`config.mk`:
```
export PLATFORM = sky130hd
export DESIGN_NAME = gnt_mux_skid
export DESIGN_NICKNAME = d
export VERILOG_FILES = /design/src/rtl/gnt_mux_skid.sv
export SDC_FILE = /design/constraint.sdc
export NUM_CORES = 1
export LEC_CHECK = 0
export CELL_PAD_IN_SITES_DETAIL_PLACEMENT = 1
export CELL_PAD_IN_SITES_GLOBAL_PLACEMENT = 1
export CORE_MARGIN = 5
export CORE_UTILIZATION = 27
export DETAILED_ROUTE_END_ITERATION = 10
export PLACE_DENSITY_LB_ADDON = 0.1
export SYNTH_ARGS = -nofsm -noshare
export SYNTH_HDL_FRONTEND = slang
export SYNTH_SLANG_ARGS = --single-unit
```
`constraint.sdc`:
```
create_clock -name clk -period 3 [get_ports clk]
set_clock_uncertainty 0.05 [all_clocks]
set_input_delay 0.6 -clock clk [delete_from_list [all_inputs] [get_ports clk]]
set_output_delay 0.6 -clock clk [all_outputs]
set_load 0.05 [all_outputs]
```
`src/rtl/gnt_mux_skid.sv`:
```
// gnt_mux_skid: captures the payload of the granted requestor into a
// 2-entry first-in first-out skid buffer and presents the head entry downstream.
// Optional build macro: GNT_MUX_ONEHOT_CHECK_EN enables the sticky err flag
// raised when more than one grant bit is set while the buffer can accept a transfer.
module gnt_mux_skid #(
  parameter int NUM_REQ = 10,
  parameter int DATA_W  = 32,
  localparam int SRC_W  = $clog2(NUM_REQ)
) (
  input  logic                      clk,
  input  logic                      rst,
  input  logic [NUM_REQ-1:0]        gnt,
  input  logic [NUM_REQ*DATA_W-1:0] req_data,
  output logic                      gnt_ready,
  output logic [NUM_REQ-1:0]        req_ack,
  output logic                      out_valid,
  output logic [DATA_W-1:0]         out_data,
  output logic [SRC_W-1:0]          out_src,
  input  logic                      out_ready,
  output logic                      err
);

  typedef enum logic [1:0] {
    S_EMPTY = 2'd0,
    S_ONE   = 2'd1,
    S_FULL  = 2'd2
  } state_t;

  state_t              state_q, state_d;
  logic                wr_ptr_q, wr_ptr_d;
  logic                rd_ptr_q, rd_ptr_d;
  logic [DATA_W-1:0]   data0_q, data0_d;
  logic [DATA_W-1:0]   data1_q, data1_d;
  logic [SRC_W-1:0]    src0_q, src0_d;
  logic [SRC_W-1:0]    src1_q, src1_d;

  logic                push_s;
  logic                pop_s;
  logic [SRC_W-1:0]    cap_src_s;
  logic [DATA_W-1:0]   cap_data_s;
  logic [NUM_REQ-1:0]  gnt_low_s;

  // Index of the lowest set bit; 0 when no bit is set.
  function automatic logic [SRC_W-1:0] lowest_idx(input logic [NUM_REQ-1:0] v);
    logic [SRC_W-1:0] idx;
    idx = {SRC_W{1'b0}};
    for (int i = NUM_REQ - 1; i >= 0; i--) begin
      if (v[i]) begin
        idx = SRC_W'(i);
      end else begin
        idx = idx;
      end
    end
    return idx;
  endfunction

  // Readiness comes from the state register only; reset holds it low.
  always_comb begin
    gnt_ready = 1'b0;
    if (rst) begin
      gnt_ready = 1'b0;
    end else begin
      gnt_ready = (state_q != S_FULL);
    end
  end

  // Grant decode: isolate the lowest grant bit and select its payload.
  always_comb begin
    gnt_low_s  = gnt & (~gnt + NUM_REQ'(1));
    cap_src_s  = lowest_idx(gnt);
    cap_data_s = req_data[cap_src_s * DATA_W +: DATA_W];
    push_s     = (|gnt) && gnt_ready;
    pop_s      = out_valid && out_ready;
    req_ack    = {NUM_REQ{1'b0}};
    if (push_s) begin
      req_ack = gnt_low_s;
    end else begin
      req_ack = {NUM_REQ{1'b0}};
    end
  end

  // Head entry presentation from the storage registers.
  always_comb begin
    out_valid = (state_q != S_EMPTY);
    out_data  = data0_q;
    out_src   = src0_q;
    if (rd_ptr_q) begin
      out_data = data1_q;
      out_src  = src1_q;
    end else begin
      out_data = data0_q;
      out_src  = src0_q;
    end
  end

  // Next-state logic for occupancy, pointers and entry storage.
  always_comb begin
    state_d  = state_q;
    wr_ptr_d = wr_ptr_q;
    rd_ptr_d = rd_ptr_q;
    data0_d  = data0_q;
    data1_d  = data1_q;
    src0_d   = src0_q;
    src1_d   = src1_q;

    if (push_s) begin
      if (wr_ptr_q == 1'b0) begin
        data0_d = cap_data_s;
        src0_d  = cap_src_s;
      end else begin
        data1_d = cap_data_s;
        src1_d  = cap_src_s;
      end
      wr_ptr_d = ~wr_ptr_q;
    end else begin
      wr_ptr_d = wr_ptr_q;
    end

    if (pop_s) begin
      rd_ptr_d = ~rd_ptr_q;
    end else begin
      rd_ptr_d = rd_ptr_q;
    end

    case (state_q)
      S_EMPTY: begin
        if (push_s) begin
          state_d = S_ONE;
        end else begin
          state_d = S_EMPTY;
        end
      end
      S_ONE: begin
        if (push_s && !pop_s) begin
          state_d = S_FULL;
        end else if (pop_s && !push_s) begin
          state_d = S_EMPTY;
        end else begin
          state_d = S_ONE;
        end
      end
      S_FULL: begin
        if (pop_s) begin
          state_d = S_ONE;
        end else begin
          state_d = S_FULL;
        end
      end
      default: begin
        state_d = S_EMPTY;
      end
    endcase
  end

  // State and storage registers with synchronous reset.
  always_ff @(posedge clk) begin
    if (rst) begin
      state_q  <= S_EMPTY;
      wr_ptr_q <= 1'b0;
      rd_ptr_q <= 1'b0;
      data0_q  <= {DATA_W{1'b0}};
      data1_q  <= {DATA_W{1'b0}};
      src0_q   <= {SRC_W{1'b0}};
      src1_q   <= {SRC_W{1'b0}};
    end else begin
      state_q  <= state_d;
      wr_ptr_q <= wr_ptr_d;
      rd_ptr_q <= rd_ptr_d;
      data0_q  <= data0_d;
      data1_q  <= data1_d;
      src0_q   <= src0_d;
      src1_q   <= src1_d;
    end
  end

`ifdef GNT_MUX_ONEHOT_CHECK_EN
  logic err_q, err_d;
  logic multi_s;

  // Sticky flag: more than one grant bit while a transfer could be accepted.
  always_comb begin
    multi_s = |(gnt & (gnt - NUM_REQ'(1)));
    err_d   = err_q;
    if (multi_s && gnt_ready) begin
      err_d = 1'b1;
    end else begin
      err_d = err_q;
    end
  end

  // Error flag register, cleared only by reset.
  always_ff @(posedge clk) begin
    if (rst) begin
      err_q <= 1'b0;
    end else begin
      err_q <= err_d;
    end
  end

  assign err = err_q;
`else
  assign err = 1'b0;
`endif

endmodule

```
==> impl_metrics.ini, run 1 <==
[detailed_routing]
dr.pass1.iters = 6
vias = 8258
wl_per_cell_um = 22.7
routed-wl-met3_um = 3100
initialDrtViolationCount = 297
postRouteAntennaNets = 0
wl_met2_um = 18100
drc = 0
wl_met1_um = 12900
top_layer = met5
drt-total-wl_um = 35000
avgViaCountPerCell = 5.35

[power_and_ir_drop]
leakagePower_nw = 4.87
p_per_area_nw_per_um2 = 338
max-vdd-ir-drop_v = 0.000241

[clocking]
clock_path_buffers = 2
insertion_delay_ns = 0.33
ctsRootBufferMaster = clkbuf_16
clock_sinks = 76
htree_num_levels = 3
numCtsBuffers = 9
cts.clk_slew.worst_paths_ns = 0.05
cts_tree = built

[floorplan]
start_util_pct = 27.4
fp.dieW_um = 164
fp.dieH_um = 164
rows = 56
coreArea_sq_um = 23500
ioPinCount = 382
dieArea_sq_um = 27000

[placement]
placed_area_sq_um = 11600
dp_hpwl_um = 28400
io_buffer_count = 380
place.gp.congestion = 0.868

[synth]
syn_inst = 784
ys.flop_type = dfxtp_1
seq_area_frac_synth_pct = 23.7
synth-seq-cells = 76
synth_area_per_cell_sq_um = 8.20
async_flop_share_pct = 0
netlist_area_sq_um = 6430
synth_edf_count = 0
syn-num-nets = 1118
ys_types = 57
yosysWarningCount = 0

[final_layout]
postLayoutCellArea_sq_um = 12000
final_nets = 1550
final_core_util_pct = 51.0
syn2layout_area_growth_pct = 86.4
drive_gt1_share_pct = 20.0
final_common_cell = clkdlybuf4s50_1
num-fill-cells = 2745
final_cell_mix = 364 x clkdlybuf4s50_1, 92 x buf_4, 75 x dfxtp_1, 68 x nor2_1

[worst_setup_path]
start_kind = register
path_max_fanout = 16
critPathKind = register to output port
r2r_start = state_q[1]
cp.arrival_ns = 2.27
reg2reg_slack_ns = 0.81
rr_worst_depth = 10
reg2reg_to = data0_q[6]
end_kind = output port
required_ns = 2.35

[outcome]
outcome = finished clean

[timing]
rsz0062_at_grt = false
setup_violations = 0
drv_slew = 0
setup_tns_ns = 0
period_needed_ns = 2.92
min_period_over_period_pct = 97.2
final_hold_viol_count = 0
slew_headroom_pct = 57.7
worst_slew_pin_slew_ns = 0.633
max_freq_mhz = 343

[min_path]
hold_end = src1_q[3]
min_from = src1_q[3]
hold_depth = 2
hold_class = register to register

[grt]
grt_pass1_wl_um = 50900
grt_overflow = 0
antenna_found_initial = 10
grt_use_total_pct = 24.7
grt_pass1_vias = 8792
grt_start_max_net_pins = 39

[job]
maxCapViolations = 0
[Yosys cell counts, types with 6 or more instances]
cell	number	area (sq um)
a2111oi_0	18	158
a211o_1	19	166
a21o_1	20	150
a21oi_1	20	100
a221oi_1	32	280
a311o_1	12	120
a311oi_1	13	114
a31oi_1	26	163
and2_1	32	200
buf_2	22	110
buf_4	6	45.0
clkbuf_1	43	161
dfxtp_1	76	1520
inv_1	7	26.3
mux2_2	66	743
mux2i_1	53	531
nand2_1	67	251
nand3_1	6	30.0
nand4bb_2	9	146
nor2_1	72	270
nor3_1	7	35.0
o211ai_1	12	90.1
o21ai_0	37	185
o221ai_1	19	166
o22ai_1	37	231
[cell families after synthesis]
logic type,share of synthesized area [%]
flip-flops,23.7
buffers and inverters,6.50
multiplexers,20.3
AND/OR/NAND/NOR,17.4
adder cells (fa/ha/maj),0.195
XOR/XNOR,0.136
AO/OA/AOI/OAI,31.7
other,0.0583
[through the flow]
stage / hold WS [ns] / setup slack (ns) / cells / power (mW)
4_1_cts: 0.396 / 0.0304 / 1537 / 4.08
2_1_floorplan: 0.368 / -0.0582 / 784 / 1.98
5_1_grt: 0.420 / 0.0195 / 1543 / 4.23
3_3_place_gp: 0.382 / -0.277 / 1522 / 2.93
3_5_place_dp: 0.389 / -0.322 / 1522 / 2.95
6_report: 0.392 / 0.0849 / 1543 / 4.05
[worst max path at each step]
stage	start	endpoint	slack, ns
after floorplan	rst	req_ack[3]	-0.06
after global placement	gnt[6]	data0_q[3]	-0.28
after detailed placement	gnt[6]	data0_q[17]	-0.32
after CTS	gnt[1]	req_ack[9]	0.03
after global routing	gnt[3]	data1_q[14]	0.02
final	rd_ptr_q	out_data[23]	0.08
[area by class of cell]
class | count | area (sq um) | share of cell area [%]
Timing Repair Buffer | 499 | 5130 | 42.8
Inverter | 9 | 33.8 | 0.282
Clock inverter | 1 | 30.0 | 0.251
Multi-Input combinational cell | 621 | 4580 | 38.2
Antenna cell | 4 | 10.0 | 0.0835
Clock buffer | 14 | 274 | 2.29
Tap cell | 319 | 399 | 3.33
Sequential cell | 76 | 1520 | 12.7
[power breakdown]
part / switching, mW / total, mW / leakage [nW] / internal (mW)
combinational: 0.830 / 1.77 / 4.10 / 0.942
clock: 0.406 / 1.11 / 0.149 / 0.708
sequential: 0.0555 / 1.16 / 0.625 / 1.10
[state kept, by name (all words and copies together) (netlist names)]
register / cells
src0_q: 4
src1_q: 4
state_q: 2
data0_q: 32
wr_ptr_q: 1
data1_q: 32
rd_ptr_q: 1
[worst max-delay path, stage by stage, from the launching register on]
cell and delay, ns:
dfxtp_2 0.59, buf_12 0.22, mux2_2 0.35, clkdlybuf4s50_1 0.74
[what timing repair did]
| item | 4_1_cts | 5_1_grt |
|---|---|---|
| pin swaps | 0 | 2 |
| resized for setup | 3 | 15 |
| endpoints found under the setup margin | 4 | 13 |
| hold buffers | 0 | 0 |
| setup buffers | 0 | 2 |
[per-layer routing]
metal  track usage (%)  vias up
li1                  -     3919
met1              25.9     3940
met2              46.7      331
met3              7.73       56
met4              7.55       12
met5                 0        -
Power figures use the tool's default switching activity.
==> run 2, diff against run 1 <==
- GPL_ROUTABILITY_DRIVEN: unset -> 0
==> impl_metrics.ini, run 2 (synthesis results as in run 1) <==
[final_layout]
final_common_cell = clkdlybuf4s50_1
syn2layout_area_growth_pct = 84.3
top_regs = data0_q: 32 flops, data1_q: 32 flops
final_cell_mix = 367 x clkdlybuf4s50_1, 94 x buf_4, 75 x dfxtp_1, 68 x nor2_1
drive_gt1_share_pct = 20.2
layout.cells.non_filler = 1536
final_nets = 1545

[min_path]
hold_depth = 2
hold_class = register to register
hold_end = src1_q[3]
min_from = src1_q[3]

[floorplan]
coreArea_sq_um = 23500
fp.dieH_um = 164
start_util_pct = 27.4
ioPinCount = 382
fp.dieW_um = 164
rows = 56
dieArea_sq_um = 27000

[job]
maxCapViolations = 0

[clocking]
htree_num_levels = 3
ctsRootBufferMaster = clkbuf_16
clock_sinks = 76
cts.clk_slew.worst_paths_ns = 0.06
clock_path_buffers = 2
post_cts_buffers = 0
numCtsBuffers = 9
cts_tree = built
hold_buffers = 0
insertion_delay_ns = 0.34

[timing]
period_needed_ns = 2.92
final_hold_viol_count = 0
worst_slew_pin_slew_ns = 0.624
max_freq_mhz = 342
drv_slew = 0
min_period_over_period_pct = 97.4
holdWs_ns = 0.396
setup_violations = 0
fin_ws_ns = 0.0793
slew_headroom_pct = 58.3

[power_and_ir_drop]
p_total_mw = 3.91
max-vdd-ir-drop_v = 0.000219
leakagePower_nw = 4.79
p_per_area_nw_per_um2 = 330

[worst_setup_path]
rr_worst_depth = 8
crit_path_top_delay_cell = clkdlybuf4s50_1
start_kind = input port
cp_cell_sequence = clkdlybuf4s50_1 -> buf_4 -> nor2_4 -> buf_4 -> nand2_1 -> nor4_2 -> buf_4 -> nand2_1 -> nor2_2 -> buf_12
path_common_cell = buf_4
slowest_delay_ns = 0.43
required_ns = 2.35
reg2reg_slack_ns = 0.92
cp.arrival_ns = 2.27
r2r_start = state_q[0]
end_kind = output port
reg2reg_to = data0_q[11]
critPathKind = input port to output port
path_max_fanout = 6

[detailed_routing]
drc = 0
initialDrtViolationCount = 342
wl_per_cell_um = 22.9
dr.pass1.iters = 5
postRouteAntennaNets = 0
avgViaCountPerCell = 5.38
vias = 8258
drt-total-wl_um = 35200

[placement]
place_ws_ns = -0.328
dp_cells = 1519
io_buffer_count = 380
dp_hpwl_um = 28500

[grt]
grt_start_max_net_pins = 44
grt_pass1_wl_um = 51800
grt_pass1_vias = 8992
grt_use_total_pct = 25.1
grt_overflow = 0
antenna_found_initial = 5

[outcome]
outcome = finished clean
run 2: how the worst max path moves through the flow:
stage	slack, ns	from	endpoint
6_report	0.08	gnt[1]	req_ack[9]
5_1_grt	-0.05	gnt[0]	req_ack[9]
4_1_cts	0.003	gnt[5]	req_ack[9]
3_5_place_dp	-0.33	gnt[6]	data0_q[3]
3_3_place_gp	-0.28	gnt[6]	data0_q[3]
2_1_floorplan	-0.06	rst	req_ack[3]
run 2: routing by layer:
layer / wire length [um] / GRT usage (%)
met1: 12700 / 25.6
met3: 3220 / 8.76
met5: 47 / 0
met4: 1150 / 9.23
met2: 18100 / 47.0
run 2: layout make-up:
type,instances,area [sq um]
antenna,2,5.00
sequential,76,1520
fill,2730,11600
tap,319,399
timing repair buffer,494,5020
clock inverter,5,28.8
clock buffer,10,239
inverter,9,33.8
multi-input combinational,621,4600
run 2: timing repair:
item	4_1_cts	5_1_grt
pin swaps	0	1
gates resized for setup	4	12
endpoints found under the setup margin	4	21
run 2: metrics by stage:
step	utilization, %	area (sq um)	setup TNS, ns
2_1_floorplan	-	6440	-0.0582
3_3_place_gp	49.1	11500	-8.54
3_5_place_dp	49.1	11500	-12.09
4_1_cts	50.3	11800	0
5_1_grt	50.5	11800	-0.121
6_report	50.5	11800	0
run 2: critical path: cells and delay by family:
| kind | cells | cell delay (ns) |
|---|---|---|
| simple gates | 5 | 0.58 |
| buf+inv | 5 | 1.08 |
run 2: power breakdown:
part           internal, mW  switching [mW]  leakage (nW)
registers              1.10          0.0470         0.625
clock network         0.573           0.428         0.138
logic                 0.924           0.836          4.03
==> run 3, diff against run 2 <==
- ABC_AREA: unset -> 1
- CORE_ASPECT_RATIO: unset -> 1.75
- CORE_UTILIZATION: 27 -> 26
==> impl_metrics.ini, run 3 <==
[detailed_routing]
wl_per_cell_um = 19.0
initialDrtViolationCount = 396
postRouteAntennaNets = 0
drc = 0
vias = 10200
dr.pass1.iters = 5
drt-total-wl_um = 40700
avgViaCountPerCell = 4.75

[worst_setup_path]
slowest_delay_ns = 0.48
required_ns = 2.35
path_max_fanout = 10
path_common_cell = nor2_4
cp.arrival_ns = 2.24
r2r_start = state_q[0]
reg2reg_slack_ns = 1.11
end_kind = output port
critPathKind = input port to output port
crit_path_top_delay_cell = clkdlybuf4s50_1
cp_cell_sequence = clkdlybuf4s50_1 -> inv_1 -> nand2_2 -> nor2_4 -> inv_2 -> nor2_4 -> a21oi_4 -> inv_6 -> nor4_4 -> buf_12
start_kind = input port
rr_worst_depth = 12
reg2reg_to = src1_q[1]

[timing]
worst_slew_pin_slew_ns = 0.586
rsz0062_at_grt = false
fin_ws_ns = 0.112
setup_violations = 0
setup_tns_ns = 0
slew_headroom_pct = 60.8
max_freq_mhz = 346
holdWs_ns = 0.404
final_hold_viol_count = 0
period_needed_ns = 2.89
drv_slew = 0
min_period_over_period_pct = 96.3

[synth]
synth_compound_area_share_pct = 11.1
yosys.area_share.simple_pct = 48.3
synth_edf_count = 0
synth_mux_area_share_pct = 0
yosysWarningCount = 0
synth-xor-area-share_pct = 0
syn_inst = 1394
yosys.cell_count.top_type = nand2_1
synth_area_per_cell_sq_um = 5.53
synth_top_family_by_area = simple AND/OR/NAND/NOR gates
seq_area_frac_synth_pct = 19.7
synth_top_cell_by_area = nand2_1
ys_types = 31
async_flop_share_pct = 0
synthAdderAreaFrac_pct = 0.162
syn-num-nets = 1728
synth_top_area_share_pct = 20.8
ys_top_cells_by_area = nand2_1 21%, dfxtp_1 20%, nand3_1 16%
netlist_area_sq_um = 7710
synth-seq-cells = 76
synth_common_cells = 428 x nand2_1, 262 x inv_1, 242 x nand3_1
ys.flop_type = dfxtp_1

[final_layout]
final_core_util_pct = 43.2
syn2layout_area_growth_pct = 64.1
layout.cells.non_filler = 2147
drive_gt1_share_pct = 7.53
final_nets = 2081
final_cell_mix = 427 x nand2_1, 361 x clkdlybuf4s50_1, 262 x inv_1, 242 x nand3_1, 92 x nand3b_1
top_regs = data0_q: 32 flops, data1_q: 32 flops
final_common_cell = nand2_1
postLayoutCellArea_sq_um = 12700

[clocking]
cts_tree = built
ctsRootBufferMaster = clkbuf_16
cts_resized = 0
post_cts_buffers = 0
hold_buffers = 0
clock_sinks = 76
insertion_delay_ns = 0.34
cts.clk_slew.worst_paths_ns = 0.07
htree_num_levels = 3
clock_path_buffers = 2
numCtsBuffers = 9

[min_path]
min_from = data1_q[11]
hold_end = data1_q[11]
hold_class = register to register
hold_depth = 2

[floorplan]
coreArea_sq_um = 29300
rows = 83
start_util_pct = 26.3
dieArea_sq_um = 33300
fp.dieW_um = 140
ioPinCount = 382
fp.dieH_um = 238

[grt]
grt_use_total_pct = 23.7
grt_pass1_wl_um = 61500
grt_start_max_net_pins = 63
antenna_found_initial = 13
grt_overflow = 0
grt_pass1_vias = 10800

[placement]
placed_area_sq_um = 12300
dp_cells = 2118
io_buffer_count = 380
dp_hpwl_um = 33400
place_ws_ns = -0.0542

[power_and_ir_drop]
p_total_mw = 4.17
leakagePower_nw = 6.18
max-vdd-ir-drop_v = 0.000382
p_per_area_nw_per_um2 = 329

[outcome]
outcome = finished clean

[job]
maxCapViolations = 0
[run 3: cell count changes after synthesis, moves of 35 or more]
cell / delta
nor2_1: -64
mux2i_1: -53
nand2_1: +361
nand3b_1: +92
nand3_1: +236
mux2_2: -66
o22ai_1: -35
inv_1: +255
[run 3: worst max-delay path by stage]
stage | cells past startpoint | to | from | slack (ns)
after global placement | 17 | data0_q[25] | gnt[7] | -0.03
final | 10 | req_ack[5] | gnt[2] | 0.11
after CTS | 5 | out_data[25] | rd_ptr_q | 0.003
after detailed placement | 17 | data0_q[25] | gnt[7] | -0.05
after floorplan | 4 | req_ack[9] | rst | -0.14
after global routing | 10 | req_ack[5] | gnt[2] | 0.04
[run 3: cell families after synthesis]
family,count (synthesis)
flip-flops,76
adder cells (fa/ha/maj),1
buffers and inverters,373
AND/OR/NAND/NOR,792
AO/OA/AOI/OAI,151
other,1
[run 3: critical path, delay by kind of cell]
| family | cells | cell delay (ns) |
|---|---|---|
| buffers and inverters | 5 | 0.97 |
| AO/OA/AOI/OAI | 1 | 0.21 |
| AND/OR/NAND/NOR | 4 | 0.45 |
[run 3: layer usage]
layer / part of all wire, % / vias up / global-route usage (%)
li1: - / 5053 / -
met2: 53 / 316 / 43.0
met5: 0 / - / 0
met1: 37 / 4774 / 25.8
met3: 6.0 / 56 / 5.01
met4: 3.8 / 0 / 11.4
[run 3: power by group]
| part | internal, mW | leakage (nW) | switching [mW] |
|---|---|---|---|
| Combinational | 0.883 | 5.42 | 1.09 |
| Sequential | 1.11 | 0.627 | 0.0500 |
| Clock | 0.584 | 0.128 | 0.451 |
| Total | 2.58 | 6.18 | 1.59 |
[run 3: final cells by class]
type / count / area (sq um)
fill: 3877 / 16600
multi-input combinational: 945 / 4700
timing repair buffer: 436 / 4590
sequential: 76 / 1530
inverter: 279 / 1060
tap: 382 / 478
clock buffer: 11 / 243
clock inverter: 5 / 36.3
antenna: 13 / 32.5
